===== config.mk =====
export PLATFORM = sky130hd
export DESIGN_NAME = mult8_seq_ctrl
export DESIGN_NICKNAME = d
export VERILOG_FILES = /design/src/rtl/mult8_pkg.sv /design/src/rtl/mult8_seq_ctrl_shifter.sv /design/src/rtl/mult8_seq_ctrl.sv
export SDC_FILE = /design/constraint.sdc
export NUM_CORES = 1
export LEC_CHECK = 0
export CORE_MARGIN = 8
export CORE_UTILIZATION = 54
export CTS_CLUSTER_SIZE = 30
export DETAILED_ROUTE_END_ITERATION = 10
export PLACE_DENSITY = 0.8
export SYNTH_ARGS = -nofsm -noshare
export SYNTH_HDL_FRONTEND = slang
export SYNTH_SLANG_ARGS = --single-unit

===== constraint.sdc =====
create_clock -name clk -period 3.9 [get_ports clk]
set_clock_uncertainty 0.2 [all_clocks]
set_input_delay 0.78 -clock clk [delete_from_list [all_inputs] [get_ports clk]]
set_output_delay 0.78 -clock clk [all_outputs]
set_load 0.03 [all_outputs]

===== src/rtl/mult8_pkg.sv =====
// Shared types and step decode for the 8x8 sequential multiplier sequencer.
// Optional zero-operand fast path is enabled by defining MULT8_ZERO_SKIP_EN.
package mult8_pkg;

    typedef enum logic [1:0] {
        IDLE = 2'b00,
        CALC = 2'b01,
        DONE = 2'b10
    } state_t;

    localparam logic [1:0] SH0 = 2'b00;
    localparam logic [1:0] SH4 = 2'b01;
    localparam logic [1:0] SH8 = 2'b10;

    localparam int NSTEPS = 4;

    typedef struct packed {
        logic       aSel;
        logic       bSel;
        logic [1:0] shift;
    } step_cfg_t;

    // Step order: lo*lo, hi*lo, lo*hi, hi*hi (sel 0 = low nibble, 1 = high nibble)
    function automatic step_cfg_t stepLookup(input logic [1:0] step);
        step_cfg_t cfg;
        case (step)
            2'd0:    cfg = '{aSel: 1'b0, bSel: 1'b0, shift: SH0};
            2'd1:    cfg = '{aSel: 1'b1, bSel: 1'b0, shift: SH4};
            2'd2:    cfg = '{aSel: 1'b0, bSel: 1'b1, shift: SH4};
            default: cfg = '{aSel: 1'b1, bSel: 1'b1, shift: SH8};
        endcase
        return cfg;
    endfunction

    function automatic logic [3:0] nibble(input logic [7:0] value, input logic sel);
        return sel ? value[7:4] : value[3:0];
    endfunction

endpackage


===== src/rtl/mult8_seq_ctrl_shifter.sv =====
// Places an 8-bit nibble product at bit 0, 4 or 8 of a 16-bit word.
module mult8_seq_ctrl_shifter
    import mult8_pkg::*;
(
    input  logic [7:0]  inp,
    input  logic [1:0]  shift_cntrl,
    output logic [15:0] shift_out
);

    always_comb begin
        shift_out = '0;
        case (shift_cntrl)
            SH0:     shift_out = {8'h00, inp};
            SH4:     shift_out = {4'h0, inp, 4'h0};
            SH8:     shift_out = {inp, 8'h00};
            default: shift_out = '0;
        endcase
    end

endmodule


===== src/rtl/mult8_seq_ctrl.sv =====
// Sequencer stepping an external 4x4 multiplier through four nibble products into a 16-bit product.
// Define MULT8_ZERO_SKIP_EN to finish zero-operand requests immediately without entering CALC.
module mult8_seq_ctrl
    import mult8_pkg::*;
#(
    parameter int DONE_PULSE = 1
) (
    input  logic        clk,
    input  logic        reset_n,
    input  logic        start,
    input  logic [7:0]  dataa,
    input  logic [7:0]  datab,
    output logic [3:0]  mult4_a,
    output logic [3:0]  mult4_b,
    input  logic [7:0]  mult4_p,
    output logic [1:0]  shift_cntrl,
    output logic        busy,
    output logic        done,
    output logic [15:0] product
);

    state_t      state_q, state_d;
    logic [1:0]  step_q, step_d;
    logic [7:0]  opA_q, opA_d;
    logic [7:0]  opB_q, opB_d;
    logic [15:0] acc_q, acc_d;
    logic [15:0] product_q, product_d;
    logic        done_q, done_d;
    logic [3:0]  multA_q, multA_d;
    logic [3:0]  multB_q, multB_d;
    logic [1:0]  shift_q, shift_d;
    logic [15:0] shiftOut;
    logic [15:0] accSum;
    logic        zeroSkip;
    step_cfg_t   firstCfg;
    step_cfg_t   nextCfg;

    mult8_seq_ctrl_shifter uShifter (
        .inp         (mult4_p),
        .shift_cntrl (shift_q),
        .shift_out   (shiftOut)
    );

    assign accSum   = acc_q + shiftOut;
    assign firstCfg = stepLookup(2'd0);
    assign nextCfg  = stepLookup(step_q + 2'd1);

    always_comb begin
        state_d   = state_q;
        step_d    = step_q;
        opA_d     = opA_q;
        opB_d     = opB_q;
        acc_d     = acc_q;
        product_d = product_q;
        done_d    = done_q;
        multA_d   = multA_q;
        multB_d   = multB_q;
        shift_d   = shift_q;
`ifdef MULT8_ZERO_SKIP_EN
        zeroSkip  = (dataa == 8'h00) || (datab == 8'h00);
`else
        zeroSkip  = 1'b0;
`endif

        case (state_q)
            IDLE: begin
                if (start) begin
                    opA_d  = dataa;
                    opB_d  = datab;
                    acc_d  = '0;
                    step_d = '0;
                    done_d = 1'b0;
                    if (zeroSkip) begin
                        state_d   = DONE;
                        product_d = '0;
                        done_d    = 1'b1;
                    end else begin
                        // Step-0 nibbles come straight from the inputs so the first product is ready in t1
                        state_d = CALC;
                        multA_d = nibble(dataa, firstCfg.aSel);
                        multB_d = nibble(datab, firstCfg.bSel);
                        shift_d = firstCfg.shift;
                    end
                end
            end
            CALC: begin
                acc_d = accSum;
                if (step_q == 2'(NSTEPS - 1)) begin
                    state_d   = DONE;
                    product_d = accSum;
                    done_d    = 1'b1;
                    multA_d   = '0;
                    multB_d   = '0;
                    shift_d   = SH0;
                end else begin
                    step_d  = step_q + 2'd1;
                    multA_d = nibble(opA_q, nextCfg.aSel);
                    multB_d = nibble(opB_q, nextCfg.bSel);
                    shift_d = nextCfg.shift;
                end
            end
            DONE: begin
                state_d = IDLE;
                if (DONE_PULSE != 0) begin
                    done_d = 1'b0;
                end
            end
            default: begin
                state_d = IDLE;
            end
        endcase
    end

    always_ff @(posedge clk) begin
        if (!reset_n) begin
            state_q   <= IDLE;
            step_q    <= '0;
            opA_q     <= '0;
            opB_q     <= '0;
            acc_q     <= '0;
            product_q <= '0;
            done_q    <= 1'b0;
            multA_q   <= '0;
            multB_q   <= '0;
            shift_q   <= SH0;
        end else begin
            state_q   <= state_d;
            step_q    <= step_d;
            opA_q     <= opA_d;
            opB_q     <= opB_d;
            acc_q     <= acc_d;
            product_q <= product_d;
            done_q    <= done_d;
            multA_q   <= multA_d;
            multB_q   <= multB_d;
            shift_q   <= shift_d;
        end
    end

    assign mult4_a     = multA_q;
    assign mult4_b     = multB_q;
    assign shift_cntrl = shift_q;
    assign busy        = (state_q == CALC);
    assign done        = done_q;
    assign product     = product_q;

endmodule

==> results of run 1 <==
## kinds of logic after synthesis
logic type,after synthesis
compound gates,127
xor+xnor,9
fa+ha+maj,18
buf+inv,50
flops,63
mux,15
simple gates,147
## metal layers
metal	vias to the layer above	routed length (um)	GRT usage (%)
li1	1632	-	-
met1	1580	4330	24.8
met2	109	4520	33.4
met3	23	620	6.61
met4	0	279	8.85
met5	-	0	0
## how the worst max path moves through the flow
stage                                startpoint                      to  slack, ps
floorplan           shift_cntrl[0]$_SDFFE_PN0P_  acc_q[13]$_SDFFE_PN0P_        940
global placement                     mult4_p[5]  acc_q[15]$_SDFFE_PN0P_        520
detailed placement                   mult4_p[1]  acc_q[15]$_SDFFE_PN0P_        500
CTS                 shift_cntrl[1]$_SDFFE_PN0P_  acc_q[13]$_SDFFE_PN0P_        780
global route        shift_cntrl[1]$_SDFFE_PN0P_  acc_q[13]$_SDFFE_PN0P_        540
finish              shift_cntrl[1]$_SDFFE_PN0P_  acc_q[13]$_SDFFE_PN0P_        710
## through the flow
stage               utilization (%)  setup WS [ps]  instances  area, um^2  power, mW
global route                   65.1            535        552        4350       1.55
floorplan                         -            945        429        3650      0.896
detailed placement             62.7            502        538        4190      0.985
finish                         65.1            712        552        4350       1.47
global placement               62.7            523        538        4190      0.980
CTS                            65.1            778        552        4350       1.48
## final cells by class
class                           instances  area [um^2]  area share (%)
Inverter                               19         71.3            1.64
Tap cell                               80          100            2.30
Clock buffer                           13          159            3.65
Timing Repair Buffer                   60          581            13.3
Clock inverter                          1         5.00           0.115
Sequential cell                        63         1260            29.0
Multi-Input combinational cell        316         2170            50.0
## where the power goes
part	internal [mW]	total, mW	switching (mW)
clock network	0.258	0.498	0.240
logic	0.119	0.277	0.157
registers	0.672	0.696	0.0244
total	1.05	1.47	0.422
## sequential cells by signal (all words and copies together) (netlist names)
| name | flops |
|---|---|
| shift_cntrl | 2 |
| mult4_b | 4 |
| product | 16 |
| state_q | 2 |
| mult4_a | 4 |
| opB_q | 8 |
| acc_q | 16 |
| step_q | 2 |
| opA_q | 8 |
| done | 1 |
## cells in the final DEF, fill, tap and decap left out, drive strengths merged, types with 11 or more instances in the layout
| cell | n |
|---|---|
| nand3 | 23 |
| dfxtp | 63 |
| mux2i | 14 |
| a21boi | 22 |
| clkdlybuf4s50 | 53 |
| a21oi | 16 |
| o21ai | 18 |
| clkbuf | 13 |
| and2 | 15 |
| ha | 17 |
| nor2 | 11 |
| nand2 | 60 |
| nor2b | 11 |
| inv | 19 |
## worst register-to-register path, cell delays in order, from the launching register on
cell and delay, ps:
dfxtp_1 530, nor2b_1 520, a22o_1 290, ha_1 340, and4_1 250, and2_1 190
o2111a_1 180, or3_1 310, a32o_1 260
==> summary.md, run 1 <==
| Metric | Value |
|---|---|
| Setup TNS Final | `0 ps` |
| Area share of fa/ha/maj cells after synthesis | `6.37%` |
| Layout area overhead | `19.1%` |
| Worst path buffer plus inverter count | `0` |
| Leakage power | `1.78 nW` |
| Hold_sp | `acc_q[8]$_SDFFE_PN0P_` |
| Die area | `9660 um^2` |
| Area leader, netlist | `dfxtp_1` |
| Crit path time final | `3190 ps` |
| Chip width | `98.3 um` |
| GRT Residual Overflow | `0` |
| Root buf cell | `clkbuf_8` |
| Pin count of the biggest net entering global routing | `64` |
| Peak supply drop | `0.256 mV` |
| Final setup vio count | `0` |
| Most frequent cells after synthesis | `dfxtp_1 (63), nand2_1 (59), nand3_1 (23)` |
| Status | `finished clean` |
| DPL Wire Length | `7130 um` |
| Crit path max-delay family | `simple AND/OR/NAND/NOR gates` |
| CTS buffer count | `9` |
| Core Box Area | `6680 um^2` |
| Fill count | `553` |
| Avg Cell Area, Syn | `8.52 um^2` |
| Top cell type's share of synthesized area | `34.5%` |
| Cts repair resizes | `0` |
| Post-route antenna net violation count | `0` |
| Synth Area in Compound Gates | `26.7%` |
| Critical Path Stages | `8` |
| Reg2reg start | `shift_cntrl[1]$_SDFFE_PN0P_` |
| Pre-antenna DRT Iters | `4` |
| GRT Overall Usage | `20.7%` |
| Drc violations | `0` |
| Share of cells above drive strength 1 | `6.78%` |
| Routability cong. | `0.959` |
| Tightest Pin Transition | `631 ps` |
| CTS sink count | `63` |
| Syn nets | `474` |
| Register area share after synthesis | `34.5%` |
| Delay of the slowest cell on the worst path | `530 ps` |
| DRT iter0 DRCs | `177` |
| Clk slew on worst S/H paths | `60 ps` |
| R2r setup slk | `710 ps` |
| Post-synth top flop | `dfxtp_1` |
| Worst reg2reg endpoint | `acc_q[13]$_SDFFE_PN0P_` |
| Min-Delay Endpoint | `acc_q[8]$_SDFFE_PN0P_` |
| Hold path depth | `2` |
| Vias in the first global route | `3284` |
| Number of antenna violations at the first check in global routing | `0` |
| Drt wl/cell | `17.7 um` |
| Post-CTS setup repair buffer count | `0` |
| RSZ-0062 raised after global routing | `false` |
| Inserted Diodes | `0` |
| Ys async rst share | `0%` |
| EDFF count, synth | `0` |
| Later-pin clock latency in the skew report | `340 ps` |
| First-pass GRT wire length | `16300 um` |
| Synth warn | `0` |
| Required time of the critical path | `3920 ps` |
| Num rows | `30` |
| Post-synthesis mux area share | `4.14%` |
| Worst setup EP type | `flip-flop` |
| Power Density | `338 nW/um^2` |
| Final Hold Fails | `0` |
| Fmax | `314 MHz` |
| Tcrit/Tclk final | `81.7%` |
| Vias/cell | `6.06` |
| Worst slew margin | `57.9%` |
| Via count | `3344` |
| Htree depth | `3` |
| Top post-synthesis cells by area | `dfxtp_1 (35%), nand2_1 (6.1%), ha_1 (5.8%)` |
| Worst hold path type | `reg2reg` |
| CP cell instances | `nor2b_1 > a22o_1 > ha_1 > and4_1 > and2_1 > o2111a_1 > or3_1 > a32o_1` |
| Fin. max-slew vios | `0` |
| Synth Register Bits | `63` |
| Largest family of logic cells by synthesized area | `compound AO/OA/AOI/OAI gates` |
| Buffer depth of the longest clock path | `2` |
| Initial Utilization | `54.7%` |
| TritonCTS clock tree | `yes` |
| I/O pin count | `55` |
| Nets | `514` |
| Mapped Cells | `429` |
| Total Wirelength | `9750 um` |
| Top-count cell post-synth | `dfxtp_1` |
| XOR/XNOR Fraction of Synth Area | `2.16%` |
| Worst-case reg-to-reg path depth | `8` |
| Startpoint types | `flip-flop` |
| Max-Cap Viols | `0` |
| Synth Cell Area | `3650 um^2` |
| Min Hold Slack | `261 ps` |
| Critical path data arrival time | `3210 ps` |
| Crit-path max FO | `9` |
| Simple-gate share of the synthesized area | `20.2%` |
| Hold-fix buffer count after cts | `0` |
| Crit path kind | `reg2reg` |
| Synth cell types | `63` |
| Die height | `98.3 um` |
| Port Buffers | `54` |
| Crit path max-delay cell type | `dfxtp_1` |
Power figures use the tool's default switching activity.
==> inputs of run 2 (changes only) <==
CORE_UTILIZATION = 49   (was 54)
PLACE_DENSITY = 0.76   (was 0.8)
clock period = 2.6 ns   (was 3.9 ns; I/O delays follow)
==> run 2 against run 1 <==
- worst setup slack got worse by 730 ps
- highest routed layer unchanged
- wire length rose by 12%
- largest power group unchanged
- the flow now finishes with violations (setup timing)
- core utilization increased by 4.9 points
==> summary.md, run 2 (synthesis gave the netlist of run 1 again) <==
| Metric | Value |
|---|---|
| Status | `complete, but fails checks` |
| Failing checks | `setup timing` |
| Post-layout util | `70.0%` |
| Die area | `10500 um^2` |
| Via count | `3619` |
| Delay of the slowest cell on the worst path | `420 ps` |
| Max-Cap Viols | `0` |
| Crit path max-delay cell type | `dfxtp_4` |
| Vias/cell | `5.72` |
| DPL Wire Length | `8030 um` |
| Num rows | `31` |
| Share of cells above drive strength 1 | `24.5%` |
| Drc violations | `0` |
| Worst hold path type | `reg2reg` |
| Startpoint types | `flip-flop` |
| Buffer depth of the longest clock path | `2` |
| Fin. max-slew vios | `0` |
| Required time of the critical path | `2650 ps` |
| Tightest Pin Transition | `559 ps` |
| Power, Total | `2.42 mW` |
| Crit. Startpoint | `shift_cntrl[0]$_SDFFE_PN0P_` |
| Leakage power | `2.14 nW` |
| Core Box Area | `7250 um^2` |
| Fill count | `583` |
| TritonCTS clock tree | `yes` |
| Crit path time final | `2610 ps` |
| Fmax | `383 MHz` |
| Worst setup EP type | `flip-flop` |
| Total Wirelength | `10900 um` |
| GRT Overall Usage | `21.7%` |
| Crit path kind | `reg2reg` |
| Critical path data arrival time | `2660 ps` |
| CP cell instances | `nor2b_2 > a22o_1 > ha_4 > buf_4 > o21a_1 > a21oi_4 > a21oi_2 > o31a_1 > o31ai_2` |
| Drt wl/cell | `17.3 um` |
| Pre-antenna DRT Iters | `4` |
| Clk slew on worst S/H paths | `80 ps` |
| Hold-fix buffer count after cts | `0` |
| Inserted Diodes | `0` |
| Power Density | `477 nW/um^2` |
| Crit-path max FO | `7` |
| Final Hold Fails | `0` |
| Post-route antenna net violation count | `0` |
| PnR worst setup slack | `-14.2 ps` |
| Routability cong. | `0.955` |
| Hold_sp | `product[4]$_SDFFE_PN0P_` |
| Htree depth | `3` |
| Root buf cell | `clkbuf_8` |
| Final setup vio count | `2` |
| Port Buffers | `54` |
| Worst path buffer plus inverter count | `1` |
| Post-Layout Inst Area | `5080 um^2` |
| Number of antenna violations at the first check in global routing | `0` |
| Chip width | `102 um` |
| Nets | `574` |
| Initial Utilization | `50.4%` |
| Die height | `102 um` |
| Crit path max-delay family | `compound AO/OA/AOI/OAI gates` |
| Reg2reg start | `shift_cntrl[0]$_SDFFE_PN0P_` |
| Most frequent cells in the layout | `buf_4 (63), dfxtp_1 (61), nand2_1 (56)` |
| Vias in the first global route | `3656` |
| I/O pin count | `55` |
| Worst slew margin | `62.7%` |
| CTS sink count | `63` |
| Tcrit/Tclk final | `101%` |
| Commonest non-fill, non-tap cell in the layout | `buf_4` |
| Layout area overhead | `39.0%` |
| First-pass GRT wire length | `17800 um` |
| RSZ-0062 raised after global routing | `true` |
| Later-pin clock latency in the skew report | `350 ps` |
| Pin count of the biggest net entering global routing | `64` |
| DRT iter0 DRCs | `227` |
| CTS buffer count | `9` |
| Peak supply drop | `0.305 mV` |
| GRT Residual Overflow | `0` |
| DP Area | `4660 um^2` |
## run 2: what timing repair did
action                     4_1_cts  5_1_grt
pin swaps                       12       10
gates resized for setup         21       29
setup endpoints to repair       16       17
setup buffers                    4        1
## run 2: path summary, 6_finish.rpt
path / endpoint / slack, ps / cells past startpoint
hold reg to reg: product[4]$_SDFFE_PN0P_ / 270 / 2
setup reg to reg: product[14]$_SDFFE_PN0P_ / -10 / 9
setup / recovery: product[14]$_SDFFE_PN0P_ / -10 / 9
hold / removal: product[4]$_SDFFE_PN0P_ / 270 / 2
## run 2: metrics by stage
stage	worst slack, ps	TNS, ps	instances	hold WS (ps)
floorplan	-29.6	-29.6	429	229
global placement	-451	-8090	612	241
detailed placement	-542	-9110	612	260
CTS	2.74	0	632	272
global route	-110	-450	633	286
finish	-14.2	-22.5	633	269
## run 2: cell type report
class                           instances  area, um^2  share of cell area [%]
Timing Repair Buffer                  120        1060                    20.8
Clock buffer                           11         151                    2.98
Clock inverter                          5        40.0                   0.788
Tap cell                               99         124                    2.44
Sequential cell                        63        1270                    25.0
Inverter                               19        71.3                    1.40
Multi-Input combinational cell        316        2370                    46.6
## run 2: where the power goes
group,switching (mW),internal (mW)
combinational,0.287,0.268
clock,0.425,0.403
sequential,0.0349,1.01
## run 2: per-layer routing
metal / global-route usage (%) / wire length (um) / vias up
met1: 25.7 / 4790 / 1739
li1: - / - / 1754
met4: 8.47 / 204 / 0
met2: 36.9 / 5270 / 109
met5: 0 / 0 / -
met3: 4.90 / 667 / 17
## run 2: worst reg2reg max path: stages (launching register included)
cell	delay (ps)
dfxtp_4	420
nor2b_2	270
a22o_1	260
ha_4	240
buf_4	150
o21a_1	130
a21oi_4	180
a21oi_2	90
o31a_1	340
o31ai_2	250
